`src/rtl/mult32_seq.sv`:
```
// Sequential 32x32 unsigned shift-and-add multiplier built on one shared 32-bit
// ripple-carry adder; retires one multiplier bit per cycle, valid/ready on both sides.

module fa32 (
    input  logic [31:0] i_x,
    input  logic [31:0] i_y,
    input  logic        i_cin,
    output logic [31:0] o_sum,
    output logic        o_cout
);
    logic [32:0] w_c;

    assign w_c[0] = i_cin;

    generate
        for (genvar gi = 0; gi < 32; gi++) begin : g_bit
            assign o_sum[gi]  = i_x[gi] ^ i_y[gi] ^ w_c[gi];
            assign w_c[gi+1]  = (i_x[gi] & i_y[gi]) | (w_c[gi] & (i_x[gi] ^ i_y[gi]));
        end
    endgenerate

    assign o_cout = w_c[32];
endmodule

module mult32_seq (
    input  logic        clk,
    input  logic        rst_n,
    input  logic        in_valid,
    output logic        in_ready,
    input  logic [31:0] a,
    input  logic [31:0] b,
    input  logic        flush,
    output logic        out_valid,
    input  logic        out_ready,
    output logic [63:0] product,
    output logic        busy
);
    typedef enum logic [1:0] {IDLE, RUN, DONE} state_t;

    state_t      r_state;
    state_t      w_state_next;
    logic [31:0] r_mcand;
    logic [63:0] r_acc;
    logic [5:0]  r_cnt;
    logic [63:0] r_product;

    logic [31:0] w_addend;
    logic [31:0] w_sum;
    logic        w_cout;
    logic [63:0] w_acc_step;
    logic        w_accept;
    logic        w_last;

    // Operand mux feeds the single shared adder; inputs are always reset registers.
    assign w_addend   = r_acc[0] ? r_mcand : 32'd0;
    assign w_acc_step = {w_cout, w_sum, r_acc[31:1]};
    assign w_accept   = (r_state == IDLE) && in_valid && !flush;
    assign w_last     = (r_cnt == 6'd31);

    fa32 u_fa32 (
        .i_x    (r_acc[63:32]),
        .i_y    (w_addend),
        .i_cin  (1'b0),
        .o_sum  (w_sum),
        .o_cout (w_cout)
    );

    always_ff @(posedge clk or negedge rst_n) begin
        if (!rst_n) begin
            r_state <= IDLE;
        end else begin
            r_state <= w_state_next;
        end
    end

    always_comb begin
        w_state_next = r_state;
        case (r_state)
            IDLE: begin
                if (w_accept) w_state_next = RUN;
            end
            RUN: begin
                if (flush)       w_state_next = IDLE;
                else if (w_last) w_state_next = DONE;
            end
            DONE: begin
                if (flush || out_ready) w_state_next = IDLE;
            end
            default: w_state_next = IDLE;
        endcase
    end

    always_ff @(posedge clk or negedge rst_n) begin
        if (!rst_n) begin
            r_mcand   <= 32'd0;
            r_acc     <= 64'd0;
            r_cnt     <= 6'd0;
            r_product <= 64'd0;
        end else begin
            case (r_state)
                IDLE: begin
                    if (w_accept) begin
                        r_mcand <= a;
                        r_acc   <= {32'd0, b};
                        r_cnt   <= 6'd0;
                    end
                end
                RUN: begin
                    // A flushed step is discarded; product keeps its previous value.
                    if (!flush) begin
                        r_acc <= w_acc_step;
                        r_cnt <= r_cnt + 6'd1;
                        if (w_last) r_product <= w_acc_step;
                    end
                end
                default: ;
            endcase
        end
    end

    assign in_ready  = (r_state == IDLE);
    assign out_valid = (r_state == DONE);
    assign busy      = (r_state != IDLE);
    assign product   = r_product;
endmodule

```
`config.mk`:
```
export PLATFORM = sky130hd
export DESIGN_NAME = mult32_seq
export DESIGN_NICKNAME = d
export VERILOG_FILES = /design/src/rtl/mult32_seq.sv
export SDC_FILE = /design/constraint.sdc
export NUM_CORES = 1
export LEC_CHECK = 0
export CORE_UTILIZATION = 44
export CTS_CLUSTER_SIZE = 40
export DETAILED_ROUTE_END_ITERATION = 16
export PLACE_DENSITY_LB_ADDON = 0.3
export SLEW_MARGIN = 20
export SYNTH_ARGS = -nofsm -noshare
export SYNTH_HDL_FRONTEND = slang
export SYNTH_HIERARCHICAL = 1
export SYNTH_SLANG_ARGS = --single-unit
```
`constraint.sdc`:
```
create_clock -name clk -period 13.9 [get_ports clk]
set_input_delay 2.78 -clock clk [delete_from_list [all_inputs] [get_ports clk]]
set_output_delay 2.78 -clock clk [all_outputs]
set_load 0.1 [all_outputs]
```
# [Word-level counts from Yosys, hierarchy flattened]
# Index checks and enable logic that the tools add are counted.
# Widths: inputs -> output; s select.
[op_classes] add_sub_neg=1 eq_ne=7 muxes=12 bitwise=158 reduce_logical=11
[op_table] operator="$mux 64" n=2
[op_table] operator="$pmux 64 s2" n=1
[op_table] operator="$and 1x1->1" n=63
[op_table] operator="$xor 1x1->1" n=63
[op_table] operator="$mux 32" n=1
[op_table] operator="$or 1x1->1" n=31
[op_table] operator="$mux 6" n=2
[op_table] operator="$pmux 6 s2" n=1
[op_table] operator="$reduce_and 3->1" n=3
[op_table] operator="$mux 2" n=4
[op_table] operator="$add 6x1->6 const B" n=1
[op_table] operator="$eq 6x5->1 const B" n=1
[op_table] operator="$pmux 2 s3" n=1
[op_table] operator="$ne 2x1->1 const B" n=2
[op_table] operator="$reduce_bool 2->1" n=2
[op_table] operator="$ne 3x3->1 const B" n=1
[op_table] operator="$eq 2x1->1 const B" n=1
[op_table] operator="$eq 2x2->1 const B" n=1
[op_table] operator="$logic_and 1x1->1" n=2
[op_table] operator="$logic_not 2->1" n=1
[op_table] operator="$ne 2x2->1 const B" n=1
[op_table] operator="$reduce_and 2->1" n=1
[op_table] operator="$logic_not 1->1" n=1
[op_table] operator="$logic_or 1x1->1" n=1
[op_table] operator="$not 1->1" n=1
[totals] register_bits=168 in_bits=69 output_inout_bits=67 elab_cells=194

# [Logic depth before layout (Yosys ltp)]
[logic_depth] word_depth=66 mapped_depth=39 depth_no_buf=39

# [Hierarchy]
# The synthesis kept the hierarchy.
[modules_own_cells] module="mult32_seq" n_inst=1 cells_each=589 area_each_um2=7198.2 seq_area_each_um2=4204.0
[modules_own_cells] module="fa32" n_inst=1 cells_each=42 area_each_um2=678.2 seq_area_each_um2=0.0

# [Least setup slack after synthesis]
# Ideal clock, no wire load.
[synth_timing] kind="register to register" start="reg r_acc[0]" end="reg r_acc[62]" setup_ns=0.079 arrival_time_ns=12.830 required_ns=13.821 slack_ns=0.990 path_stages_with_launch=40 n_path_buf=0 period_less_slack_ns=12.910 path_cell_list="dfrtp_1 > and2_1 > fa_1 > fa_1 > fa_1 > fa_1 > fa_1 > fa_1 > fa_1 > fa_1 > fa_1 > fa_1 > fa_1 > fa_1 > fa_1 > fa_1 > fa_1 > fa_1 > [4 not listed] > fa_1 > fa_1 > fa_1 > fa_1 > fa_1 > fa_1 > fa_1 > fa_1 > fa_1 > fa_1 > fa_1 > fa_1 > fa_1 > inv_1 > fa_1 > inv_1 > nand2_1 > mux2i_1"
[synth_via] elab_chain_cells=65 word_cells_on_any_way=126 cone_classes="mux: 3; bitwise: 123"
[synth_rtl] item="start, declared" line="43" rtl="logic [63:0] r_acc;"
[synth_rtl] item="start signal, assigned" line="104" rtl="r_acc <= {32'd0, b};"
[synth_rtl] item="start signal, assigned" line="111" rtl="r_acc <= w_acc_step;"
[synth_rtl] item="$mux 32" line="55" rtl="assign w_addend = r_acc[0] ? r_mcand : 32'd0;"
[synth_rtl] item="named net w_addend[0]" line="47" rtl="logic [31:0] w_addend;"
[synth_rtl] item="$and 1x1->1 (2 in a row)" line="18" rtl="assign w_c[gi+1] = (i_x[gi] & i_y[gi]) | (w_c[gi] & (i_x[gi] ^ i_y[gi]));"
[synth_rtl] item="$or 1x1->1" line="18"
[synth_rtl] item="$and 1x1->1" line="18"
[synth_rtl] item="$or 1x1->1" line="18"
[synth_rtl] item="$and 1x1->1" line="18"
[synth_rtl] item="$or 1x1->1" line="18"
[synth_rtl] item="[50 not listed]"
[synth_rtl] item="$and 1x1->1" line="18"
[synth_rtl] item="$or 1x1->1" line="18"
[synth_rtl] item="$and 1x1->1" line="18"
[synth_rtl] item="$or 1x1->1" line="18"
[synth_rtl] item="$xor 1x1->1" line="17" rtl="assign o_sum[gi] = i_x[gi] ^ i_y[gi] ^ w_c[gi];"
[synth_rtl] item="named net w_sum[31]" line="48" rtl="logic [31:0] w_sum;"
[synth_rtl] item="$mux 64" line="110" rtl="if (!flush) begin"
[synth_rtl] item="$pmux 64 s2" line="100" rtl="case (r_state)"
# The timed path passes the listed nets, and every way through them passes these cells. The select of a mux whose other input is x is not followed.
# A chain may end at the register's enable or synchronous reset.

# [Final worst setup path]
[layout_timing] start="reg r_mcand[0]" end="reg r_acc[62]"
[layout_via] elab_chain_cells=65
[layout_rtl] item="start, declared" line="42" rtl="logic [31:0] r_mcand;"
[layout_rtl] item="start signal, assigned" line="95" rtl="r_mcand <= 32'd0;"
[layout_rtl] item="start signal, assigned" line="103" rtl="r_mcand <= a;"
[layout_rtl] item="$mux 32" line="55"
[layout_rtl] item="named net w_addend[0]" line="47"
[layout_rtl] item="$and 1x1->1 (2 in a row)" line="18"
[layout_rtl] item="$or 1x1->1" line="18"
[layout_rtl] item="$and 1x1->1" line="18"
[layout_rtl] item="$or 1x1->1" line="18"
[layout_rtl] item="$and 1x1->1" line="18"
[layout_rtl] item="$or 1x1->1" line="18"
[layout_rtl] item="[50 not listed]"
[layout_rtl] item="$and 1x1->1" line="18"
[layout_rtl] item="$or 1x1->1" line="18"
[layout_rtl] item="$and 1x1->1" line="18"
[layout_rtl] item="$or 1x1->1" line="18"
[layout_rtl] item="$xor 1x1->1" line="17"
[layout_rtl] item="named net w_sum[31]" line="48"
[layout_rtl] item="$mux 64" line="110"
[layout_rtl] item="$pmux 64 s2" line="100"
# The timed path passes the listed nets, and every way through them passes these cells. The select of a mux whose other input is x is not followed.

==> qor.txt <==
Status: complete, no violations
FFs w/ async S/R, synth: 100%
Detail Route Antenna Nets: 0
DRC: 0
Yosys reg bits: 168
Die width: 136 um
Drt wl/cell: 15.8 um
Area grow syn2layout: 27.4%
CP max FO: 2
Hold crit path type: flop to flop
Syn Area/Cell: 12.5 sq um
CTS buffer count: 17
Most frequent cells in the layout: dfrtp_1 (168), clkdlybuf4s50_1 (134), nand2_1 (132)
Ys Warns: 6
Sw power: 354 uW
Fin crit period: 13.41 ns
Clock insertion delay at the later pin of the skew report: 0.42 ns
Slew HR: 31.1%
Max Clock Skew: 0.00708 ns
Main combinational cell family by area after synthesis: multiplexers
Simple-gate area share of the yosys netlist: 10.8%
Die Y: 136 um
Filler cells: 1454
Setup TNS: 0 ns
IO Pins: 136
Gr ovfl total: 0
Worst EP arrival: 13.74 ns
Iteration count of the initial detailed-routing pass: 4
CP Class: flop to flop
Die ar.: 18400 sq um
Leakage power: 0.00467 uW
Comb pwr share: 18.7%
H-Tree Depth: 4
Internal power: 973 uW
Top post-synthesis cells by area: dfrtp_1 (53%), mux2_2 (18%), fa_1 (8.1%)
Sink Count: 168
Synth Area in XOR/XNOR: 0.111%
Post-DR vias/cell: 4.90
Crit-path most repeated cell: fa_1
I/O Buffers: 135
Site Rows: 48
Sequential-to-total area share from yosys stat: 53.4%
Vias in the first global route: 5270
Commonest non-fill, non-tap cell in the layout: dfrtp_1
First DRT Iteration DRCs: 184
Antenna Cells: 0
CTS Hold Bufs: 0
Clock network power share: 36.0%
CP peak stage delay: 0.42 ns
Multi-input gate area: 3370 sq um
CTS Buffer Depth: 2
Share of layout cells above drive strength 1: 22.2%
Hpwl dp: 10500 um
Initial antenna violation count: 0
Worst VDD drop: 0.0897 mV
Yosys cell types: 32
Core area: 17400 sq um
GR Util All Layers: 18.6%
Switching part of the total: 26.7%
Post-CTS setup buffer count: 0
CP startpoint kind: flop
Largest net degree at the start of global routing: 91
Clock Root Buffer: clkbuf_16
Period utilization: 96.4%
Top cell type by total area after synthesis: dfrtp_1
Final-report setup violation count: 0
Final wirelength: 15800 um
Synth Cell Area: 7880 sq um
Final nets: 864
Mux cell area share after synthesis: 22.9%
CTS tree: yes
Register area: 4200 sq um
Syn Inst Count: 631
RSZ-0062 raised after global routing: no
Max Clk Rate: 74.6 MHz
Ys flop type: dfrtp_1
Slowest-stage cell, CP: fa_1
Final Hold Vio Count: 0
Routed via count: 4893
Post-synth EDFFs: 0
P per Cell Area: 132 nW/um^2
Routability congestion estimate: 0.778
Initial Util: 45.2%
Setup ws final: 0.495 ns
Max cap viols: 0
Yosys top cell area share: 53.4%
Clk slew on worst S/H paths: 0.06 ns
Pre-CTS setup slack: 0.492 ns
Max-slew violations: 0
Post-synthesis compound-gate area fraction: 0.254%
Worst-Margin Slew: 1.03 ns
Synth Net Count: 733
Post-Synth Adder-Cell Area: 8.29%
CP Data Required Time: 14.24 ns
Flop pwr share: 45.3%
Crit path capture type: flop
First-pass GRT wire length: 26300 um
## critical path, delay by kind of cell (launching register included)
kind                     cells  cell delay, ns
AND/OR/NAND/NOR              2            0.22
adder cells (fa/ha/maj)     32           12.28
buffers and inverters        4            0.30
multiplexers                 1            0.16
flip-flops                   1            0.38
## per-layer routing
layer / part of all wire, % / vias to the layer above / global-route usage, %
met3: 5.0 / 16 / 3.40
met5: 0 / - / 0
met4: 1.2 / 0 / 5.74
met1: 46 / 2436 / 25.2
li1: - / 2301 / -
met2: 47 / 140 / 30.3
## worst paths after layout
check	startpoint	endpoint	slack (ns)	cells after the start
setup / recovery	r_mcand[0]$_DFFE_PN0P_	r_acc[62]$_DFFE_PN0P_	0.49	39
hold / removal	r_mcand[18]$_DFFE_PN0P_	r_mcand[18]$_DFFE_PN0P_	0.47	2
setup reg to reg	r_mcand[0]$_DFFE_PN0P_	r_acc[62]$_DFFE_PN0P_	0.49	39
hold reg to reg	r_mcand[18]$_DFFE_PN0P_	r_mcand[18]$_DFFE_PN0P_	0.47	2
max in group asynchronous	rst_n	r_acc[36]$_DFFE_PN0P_	10.23	2
min in group asynchronous	rst_n	r_acc[23]$_DFFE_PN0P_	2.40	1
## cells by family (layout without fill, tap and decap cells)
logic type | after synthesis | count (layout)
DFF | 168 | 168
buffers and inverters | 75 | 218
adders and majority gates | 33 | 33
AOI/OAI and AO/OA | 4 | 4
xor gates and xnor gates | 1 | 1
and+or+nand+nor | 185 | 185
muxes | 164 | 164
other | 1 | 1
## metrics by stage
| step | std cells | cell area (sq um) | util [%] | total power, uW | hold slack (ns) |
|---|---|---|---|---|---|
| final | 999 | 10000 | 57.6 | 1330 | 0.468 |
| after global routing | 999 | 10000 | 57.6 | 1400 | 0.488 |
| after CTS | 999 | 10000 | 57.5 | 1340 | 0.469 |
| after detailed placement | 968 | 9420 | 54.1 | 857 | 0.454 |
| after global placement | 968 | 9420 | 54.1 | 843 | 0.451 |
| after floorplan | 631 | 7880 | - | 763 | 0.438 |
## timing repair
action | CTS | global route
gates resized for setup | 0 | 3
endpoints found under the setup margin | 0 | 2
hold endpoints to repair | 0 | 0
## cell type report
cell class	instances	share of cell area, %
inverter	44	1.65
sequential	168	41.9
clock buffer	23	4.76
timing repair buffer	143	14.1
multi-input combinational	388	33.6
tap	225	2.81
clock inverter	8	1.20
## synth_stat cells (2+ instances only)
library cell / number
o21ai_0: 2
mux2_2: 124
fa_1: 32
mux2i_1: 36
dfrtp_1: 168
nand2_1: 132
a21oi_1: 2
nor2_1: 4
mux2_1: 4
inv_1: 44
buf_2: 7
nor2b_1: 2
clkbuf_1: 13
and2_1: 32
buf_6: 6
nand3_1: 2
buf_1: 5
nand2b_1: 2
## sequential cells by signal, indices dropped and copies added, names as in the netlist
| register | cells |
|---|---|
| r_cnt | 6 |
| r_acc | 64 |
| product | 64 |
| r_state | 2 |
| r_mcand | 32 |
## power groups by stage
| stage | Sequential [uW] | Clock, uW | Combinational (uW) |
|---|---|---|---|
| after floorplan | 596 | 0 | 168 |
| after global placement | 605 | 0 | 238 |
| after detailed placement | 609 | 0 | 249 |
| after CTS | 601 | 490 | 251 |
| after global routing | 610 | 509 | 281 |
| final | 601 | 478 | 248 |
No activity file was read; power rests on OpenSTA's default activity.
==> RTL edit (same settings) <==
Re-encode `state_t` (3 states) as one-hot, 3 bits wide.
--- a/src/rtl/mult32_seq.sv
+++ b/src/rtl/mult32_seq.sv
@@ -37,3 +37,3 @@
 );
-    typedef enum logic [1:0] {IDLE, RUN, DONE} state_t;
+    typedef enum logic [2:0] {IDLE = 3'b001, RUN = 3'b010, DONE = 3'b100} state_t;
 
Behaviour: same outputs for any inputs over 10 cycles, from zero or initial values and one cycle with rst_n low; not proved beyond that.
==> RTL edit against the unedited design <==
- cell area fell by 2.3%
- wire length down 4.1%
- power is 8.0% lower
- clock power fell by 2%
- fmax grew 0.12%
- sequential cell count is 1 higher
- setup slack improved by 16 ps
- combinational power fell by 28%
- area after synthesis fell by 2.5%
- non-clock buffer count decreased by 1
- largest cell class unchanged
==> RTL edit: results (changes against the unedited design) <==
- Status: finished, final reports clean
- RePlAce Congestion: 0.7395 (-4.9%)
- Grt met3 use: 4.460% (+1.1 points)
- Clock buffer cells: 18 (-22%)
- Commonest cells in the netlist: dfrtp_1, mux2_2, mux2_1
- Largest cells by area after synthesis: dfrtp_1, mux2_2, fa_1
- Inverter count: 12 (-73%)
- Sw Pwr: 311.5 uW (-12%)
- PwrDens: 124.6 nW/um^2 (-5.8%)
- Total chip power: 1.222 mW (-8.0%)
- DR vias/cell: 5.145 (+5.0%)
- Adder-cell share of the synthesized area: 8.504% (+0.21 points)
- Syn avg cell area: 15.15 sq um (+21%)
- Max VDD drop: 0.00008383 V (-6.5%)
- Synth Net Count: 609 (-17%)
- Placed cells: 838 (-13%)
- Multi-input logic area: 3261 sq um (-3.1%)
- Place WS: 573.8 ps (+81.88 ps)
- Multi-Input Combinational: 295 (-24%)
- Worst Skew: 6.269 ps (-0.8112 ps)
- Static leakage: 4.465 nW (-4.4%)
- Post-detail-place hpwl: 10,110 microns (-4.1%)
- Nonclk buf count: 142 (-0.70%)
- Wire per inst: 17.40 microns (+10%)
- Unique masters post-synth: 40 (+25%)
- Cell Area, Placed: 9216 sq um (-2.2%)
- Synth Area in Compound Gates: 5.181% (+4.9 points)
- Met2 WL post-DR: 7640 microns (+2.4%)
RTL edit: changes by cell type in the layout (fill, tap and decap cells not counted), sizes merged, moves of 4 or more:
cell    delta
a22o      +33
clkbuf     -5
nand2    -130
mux2      +32
nor3b      +4
inv       -30
mux2i     -35
RTL edit: path summary, 6_finish.rpt:
kind | startpoint | end | slack, ps | cells after the start
setup / recovery | r_mcand[0]$_DFFE_PN0P_ | r_acc[62]$_DFFE_PN0P_ | 510 | 38
hold / removal | product[43]$_DFFE_PN0P_ | product[43]$_DFFE_PN0P_ | 480 | 1
setup reg to reg | r_mcand[0]$_DFFE_PN0P_ | r_acc[62]$_DFFE_PN0P_ | 510 | 38
hold reg to reg | product[43]$_DFFE_PN0P_ | product[43]$_DFFE_PN0P_ | 480 | 1
max in group asynchronous | rst_n | product[51]$_DFFE_PN0P_ | 10010 | 2
min in group asynchronous | rst_n | product[35]$_DFFE_PN0P_ | 2450 | 1
